==> src/rtl/prbs_ber_rx.sv <==
// prbs_ber_rx: PRBS9 receive checker. It slices the symbol stream, searches for the link delay, and counts bit errors while locked.
// Optional macro PRBS_RX_SAT_EN makes the bit and error counters saturate at all-ones instead of wrapping.
module prbs_ber_rx #(
   parameter int NB_DATA    = 13,
   parameter int NB_DLY     = 4,
   parameter int NB_CNT     = 32,
   parameter int SEARCH_WIN = 64,
   parameter int LOSS_THR   = 8
) (
   input  logic              clock,
   input  logic              i_reset,
   input  logic              i_valid,
   input  logic              i_enable,
   input  logic [NB_DATA-1:0] i_data,
   output logic              o_lock,
   output logic [NB_DLY-1:0] o_delay,
   output logic [NB_CNT-1:0] o_bit_count,
   output logic [NB_CNT-1:0] o_err_count
);
   localparam int HIST_LEN = 2**NB_DLY;
   localparam int NB_WIN   = $clog2(SEARCH_WIN + 1);

   typedef enum logic [0:0] {ST_SEARCH = 1'b0, ST_LOCKED = 1'b1} state_t;

   state_t              state_r, state_s;
   logic [8:0]          prbs_r, prbs_s;
   logic [HIST_LEN-1:0] hist_r, hist_s;
   logic [NB_DLY-1:0]   delay_r, delay_s;
   logic [NB_WIN-1:0]   win_cnt_r, win_cnt_s;
   logic [NB_WIN-1:0]   win_err_r, win_err_s, win_sum_s;
   logic [NB_CNT-1:0]   bit_cnt_r, bit_cnt_s;
   logic [NB_CNT-1:0]   err_cnt_r, err_cnt_s;
   logic                lock_r;
   logic                step_s, rx_bit_s, err_s, win_end_s;
   logic                unused_data_s;

   // Slicer and per-step error against the delayed local replica (the slicer only needs the sign bit).
   always_comb begin
      step_s        = i_valid & i_enable;
      rx_bit_s      = ~i_data[NB_DATA-1];
      unused_data_s = ^i_data[NB_DATA-2:0];
      err_s         = rx_bit_s ^ hist_r[delay_r];
      win_sum_s     = win_err_r + NB_WIN'(err_s);
      win_end_s     = (win_cnt_r == NB_WIN'(SEARCH_WIN - 1));
   end

   // Local PRBS9 generator and reference history; both advance only on a step.
   always_comb begin
      prbs_s = prbs_r;
      hist_s = hist_r;
      if (step_s) begin
         prbs_s = {prbs_r[7:0], prbs_r[8] ^ prbs_r[4]};
         hist_s = {hist_r[HIST_LEN-2:0], prbs_r[8]};
      end else begin
         prbs_s = prbs_r;
         hist_s = hist_r;
      end
   end

   // Search/lock next-state logic, window bookkeeping and BER totals.
   always_comb begin
      state_s   = state_r;
      delay_s   = delay_r;
      win_cnt_s = win_cnt_r;
      win_err_s = win_err_r;
      bit_cnt_s = bit_cnt_r;
      err_cnt_s = err_cnt_r;
      if (step_s) begin
         case (state_r)
            ST_SEARCH: begin
               if (win_end_s) begin
                  if (win_sum_s == NB_WIN'(1'b0)) begin
                     state_s = ST_LOCKED;
                  end else begin
                     delay_s = delay_r + NB_DLY'(1'b1);
                  end
                  win_cnt_s = NB_WIN'(1'b0);
                  win_err_s = NB_WIN'(1'b0);
               end else begin
                  win_cnt_s = win_cnt_r + NB_WIN'(1'b1);
                  win_err_s = win_sum_s;
               end
            end
            ST_LOCKED: begin
`ifdef PRBS_RX_SAT_EN
               // Once bit_count pins at all-ones, both totals freeze so the ratio stays meaningful.
               if (bit_cnt_r != {NB_CNT{1'b1}}) begin
                  bit_cnt_s = bit_cnt_r + NB_CNT'(1'b1);
                  if (err_cnt_r != {NB_CNT{1'b1}}) begin
                     err_cnt_s = err_cnt_r + NB_CNT'(err_s);
                  end else begin
                     err_cnt_s = err_cnt_r;
                  end
               end else begin
                  bit_cnt_s = bit_cnt_r;
                  err_cnt_s = err_cnt_r;
               end
`else
               bit_cnt_s = bit_cnt_r + NB_CNT'(1'b1);
               err_cnt_s = err_cnt_r + NB_CNT'(err_s);
`endif
               if (win_sum_s == NB_WIN'(LOSS_THR)) begin
                  state_s   = ST_SEARCH;
                  delay_s   = delay_r + NB_DLY'(1'b1);
                  win_cnt_s = NB_WIN'(1'b0);
                  win_err_s = NB_WIN'(1'b0);
               end else if (win_end_s) begin
                  win_cnt_s = NB_WIN'(1'b0);
                  win_err_s = NB_WIN'(1'b0);
               end else begin
                  win_cnt_s = win_cnt_r + NB_WIN'(1'b1);
                  win_err_s = win_sum_s;
               end
            end
            default: begin
               state_s   = ST_SEARCH;
               delay_s   = {NB_DLY{1'b0}};
               win_cnt_s = NB_WIN'(1'b0);
               win_err_s = NB_WIN'(1'b0);
            end
         endcase
      end else begin
         state_s = state_r;
      end
   end

   // State registers with synchronous reset.
   always_ff @(posedge clock) begin
      if (i_reset) begin
         state_r   <= ST_SEARCH;
         prbs_r    <= 9'h1AA;
         hist_r    <= {HIST_LEN{1'b0}};
         delay_r   <= {NB_DLY{1'b0}};
         win_cnt_r <= {NB_WIN{1'b0}};
         win_err_r <= {NB_WIN{1'b0}};
         bit_cnt_r <= {NB_CNT{1'b0}};
         err_cnt_r <= {NB_CNT{1'b0}};
         lock_r    <= 1'b0;
      end else begin
         state_r   <= state_s;
         prbs_r    <= prbs_s;
         hist_r    <= hist_s;
         delay_r   <= delay_s;
         win_cnt_r <= win_cnt_s;
         win_err_r <= win_err_s;
         bit_cnt_r <= bit_cnt_s;
         err_cnt_r <= err_cnt_s;
         lock_r    <= (state_s == ST_LOCKED);
      end
   end

   assign o_lock      = lock_r;
   assign o_delay     = delay_r;
   assign o_bit_count = bit_cnt_r;
   assign o_err_count = err_cnt_r;
endmodule

==> config.mk <==
export PLATFORM = sky130hd
export DESIGN_NAME = prbs_ber_rx
export DESIGN_NICKNAME = d
export VERILOG_FILES = /design/src/rtl/prbs_ber_rx.sv
export SDC_FILE = /design/constraint.sdc
export NUM_CORES = 1
export LEC_CHECK = 0
export CAP_MARGIN = 20
export CORE_AREA = 2 2 98 100
export DETAILED_ROUTE_END_ITERATION = 10
export DIE_AREA = 0 0 100 102
export HOLD_SLACK_MARGIN = 0.03
export PLACE_DENSITY = 0.83
export SKIP_CTS_REPAIR_TIMING = 1
export SYNTH_ARGS = -nofsm -noshare
export SYNTH_HDL_FRONTEND = slang
export SYNTH_SLANG_ARGS = --single-unit
==> constraint.sdc <==
create_clock -name clock -period 6.3 [get_ports clock]
set_input_delay 0.945 -clock clock [delete_from_list [all_inputs] [get_ports clock]]
set_output_delay 0.945 -clock clock [all_outputs]
set_load 0.01 [all_outputs]
==> run metrics <==
status=finished clean; CP Launch Point=o_delay[0]; fin crit period=4.05 ns; Final Hold Viols=0; std cell rows=35; share of layout cells above drive strength 1=under 10%; final max-slew violation count=0; initial antenna violation count=0; CTS H-Tree Depth=3; I/O Pins=86; Clock Sinks=around 110; CTS root buf=clkbuf_8; Final HPWL DP=7260 um; Yosys top cell area share=42.5%; Fin Hold WS=0.459 ns; Max-slew headroom=39.8%; syn nets=between 600 and 700; maximum clock frequency=247 MHz; gpl congestion=just over 0.8; slowest CP cell=dfxtp_1; Clock Pin Slew Worst Setup and Hold Paths=0.10 ns; Sw Ratio=23.3%; Die X=100 um; setup TNS=0 ns; syn_area_per_cell=8.49 um^2; post-layout util=66.4%; vias in the first global route=4,048; number of synthesized flops with an enable pin=0; final instance area=6050 um^2; Worst Path Required=~6.6 ns; top post-synthesis cells by area=dfxtp_1 (42%), xnor2_1 (6.7%), nand2_1 (6.1%); total track usage=a little over a fifth; sequential power share=58.7%; Leak=1.96 nW; Critical Path Max Stage Delay=0.58 ns; FF-to-FF End=o_delay[0]; nature of the critical path endpoint=flop; CP Launch Type=flop; overall power=1.18 mW; max-cap violations=0; clock latency on the worst-skew pair=0.36 ns; CTS tree=built; first-pass GRT wire length=17,900 um; clock power share=37.0%; Inst Count DP=750; # fillers=around 720; Comb pwr share=4.3%; DRT Wirelength=10,700 um; Post-synth ARST share=0%; crit path DAT=4.31 ns; RSZ-0062 raised after global routing=false; antenna-violating nets left=0; Ant. Diodes=0; Ys Warns=0; core area=just over 9000 um^2; synthesized flop and latch total=about 110; Initial Util=55.9%; pre-CTS WS=2.24 ns; WS Path Type=flop to flop; initial DRC count=between 200 and 250; worst hold path type=flop to flop; grt ovf=0; CP cell instances=mux4_2 > mux4_2 > xnor2_1 > ha_1 > ha_1 > xnor2_1 > nand4b_1 > a21oi_4 > mux2_2 > mux2_1; Critical Path End=o_delay[0]; R2R Path Start=o_delay[0]; drt drc=0; DR WL/cell=between 10 and 15 um; nets=675; Fin Clk Skew=about 0.010 ns; Max VDD drop=103 uV; Reg area=2160 um^2; worst-path fanout max=10; synthesized area=between 5000 and 6000 um^2; R2R Setup Slk=2.25 ns; cell area power density=195 nW/um^2; total CTS buffers=9; Multi-input gate area=2720 um^2; largest net degree at the start of global routing=~110; Reg2Reg Depth=10; P_int=0.905 mW; vias per cell=5.77; Worst-Margin Slew=0.895 ns; fin cells=767; Seq/Total Area, Yosys=42.5%; unique cell type count in the Yosys netlist=56; via count=approximately 4,400; Die Area=10,200 um^2; Final Setup Violations=0; Clock Path Buffers=2; Area Growth Syn to Fin=18.7%; Pre-antenna DRT Iters=4; Period Utilization, post-route=64.2%; worst setup slack after layout=2.25 ns; Port Buffers=73; Cells after Synth=600; chip height=102 um; prevailing post-synth register cell=dfxtp_1; biggest area consumer among synthesized cells=dfxtp_1; Switching Power=0.274 mW; Cell Area, Placed=5810 um^2
-- synthesized netlist by cell type, drive strengths merged (8+ instances only) --
cell type,number
dfxtp,108
nand2,83
nor2,68
a21oi,45
xnor2,40
clkbuf,26
nand3,21
nand4,19
nor3,19
nor4,17
o21ai,17
or3,13
xor2,13
inv,11
buf,9
and4,8
-- critical path: cells and delay by family, from the launching register on --
kind / cells / cell delay, ns
adder cells (fa/ha/maj): 2 / 0.64
flip-flops: 1 / 0.58
XOR/XNOR: 2 / 0.43
AO/OA/AOI/OAI: 1 / 0.35
AND/OR/NAND/NOR: 1 / 0.17
multiplexers: 4 / 1.76
-- flip-flops by register name, summed over array words and instances, names as in the netlist --
name	cells
o_err_count	32
o_delay	4
o_bit_count	32
win_cnt_r	7
win_err_r	7
o_lock	1
hist_r	16
prbs_r	9
-- final cells by class --
type,instances,share of cell area [%]
repair buffers,76,12.7
multi-input cells,445,45.1
flip-flops and latches,108,35.8
inverters,11,0.683
clock buffers,10,2.28
clock inverters,6,1.18
well taps,111,2.30
-- worst min-delay path by stage --
stage                      start           end  depth (start not counted)
finish                 prbs_r[2]     prbs_r[2]                          2
global route        win_err_r[0]  win_err_r[0]                          2
global placement    win_cnt_r[6]  win_cnt_r[6]                          2
CTS                    prbs_r[2]     prbs_r[2]                          2
detailed placement     prbs_r[2]     prbs_r[2]                          2
floorplan           win_cnt_r[6]  win_cnt_r[6]                          2
-- cell usage in the layout, fill, tap and decap left out, types with 5 or more instances in the layout --
master / netlist / layout
dfxtp_1: 108 / 108
nand2_1: 83 / 83
clkdlybuf4s50_1: 0 / 72
nor2_1: 68 / 68
a21oi_1: 44 / 44
xnor2_1: 39 / 39
nand3_1: 21 / 21
o21ai_0: 17 / 17
nand4_1: 17 / 17
nor3_1: 17 / 17
nor4_1: 16 / 16
xor2_1: 13 / 13
or3_1: 12 / 12
inv_1: 11 / 11
clkbuf_8: 0 / 10
and4_1: 8 / 8
nor2b_1: 7 / 7
ha_1: 7 / 7
and3_1: 6 / 6
nand3b_1: 6 / 6
mux4_2: 5 / 5
and2_1: 5 / 5
mux2_2: 5 / 5
-- per-layer routing --
layer / GRT usage (%) / routed length [um] / part of all wire [%]
met5: 0 / 0 / 0
met4: 7.17 / 159 / 1.5
met3: 3.83 / 393 / 3.7
met2: 37.4 / 5400 / 51
met1: 25.8 / 4740 / 44
-- power groups by stage --
stage / Combinational (mW) / Sequential, mW / Clock (mW)
finish: 0.0503 / 0.692 / 0.436
global route: 0.0561 / 0.693 / 0.472
CTS: 0.0484 / 0.692 / 0.448
detailed placement: 0.0480 / 0.708 / 0
global placement: 0.0464 / 0.707 / 0
floorplan: 0.0383 / 0.707 / 0
-- logic make-up (layout without fill, tap and decap cells) --
kind of cell / after synthesis / after routing / synth area share (%)
buf+inv: 47 / 103 / 4.05
mux: 15 / 15 / 4.35
simple gates: 286 / 286 / 28.4
compound gates: 84 / 84 / 9.75
flops: 108 / 108 / 42.5
fa+ha+maj: 7 / 7 / 1.72
xor+xnor: 53 / 53 / 9.26
No activity file was read; power rests on OpenSTA's default activity.
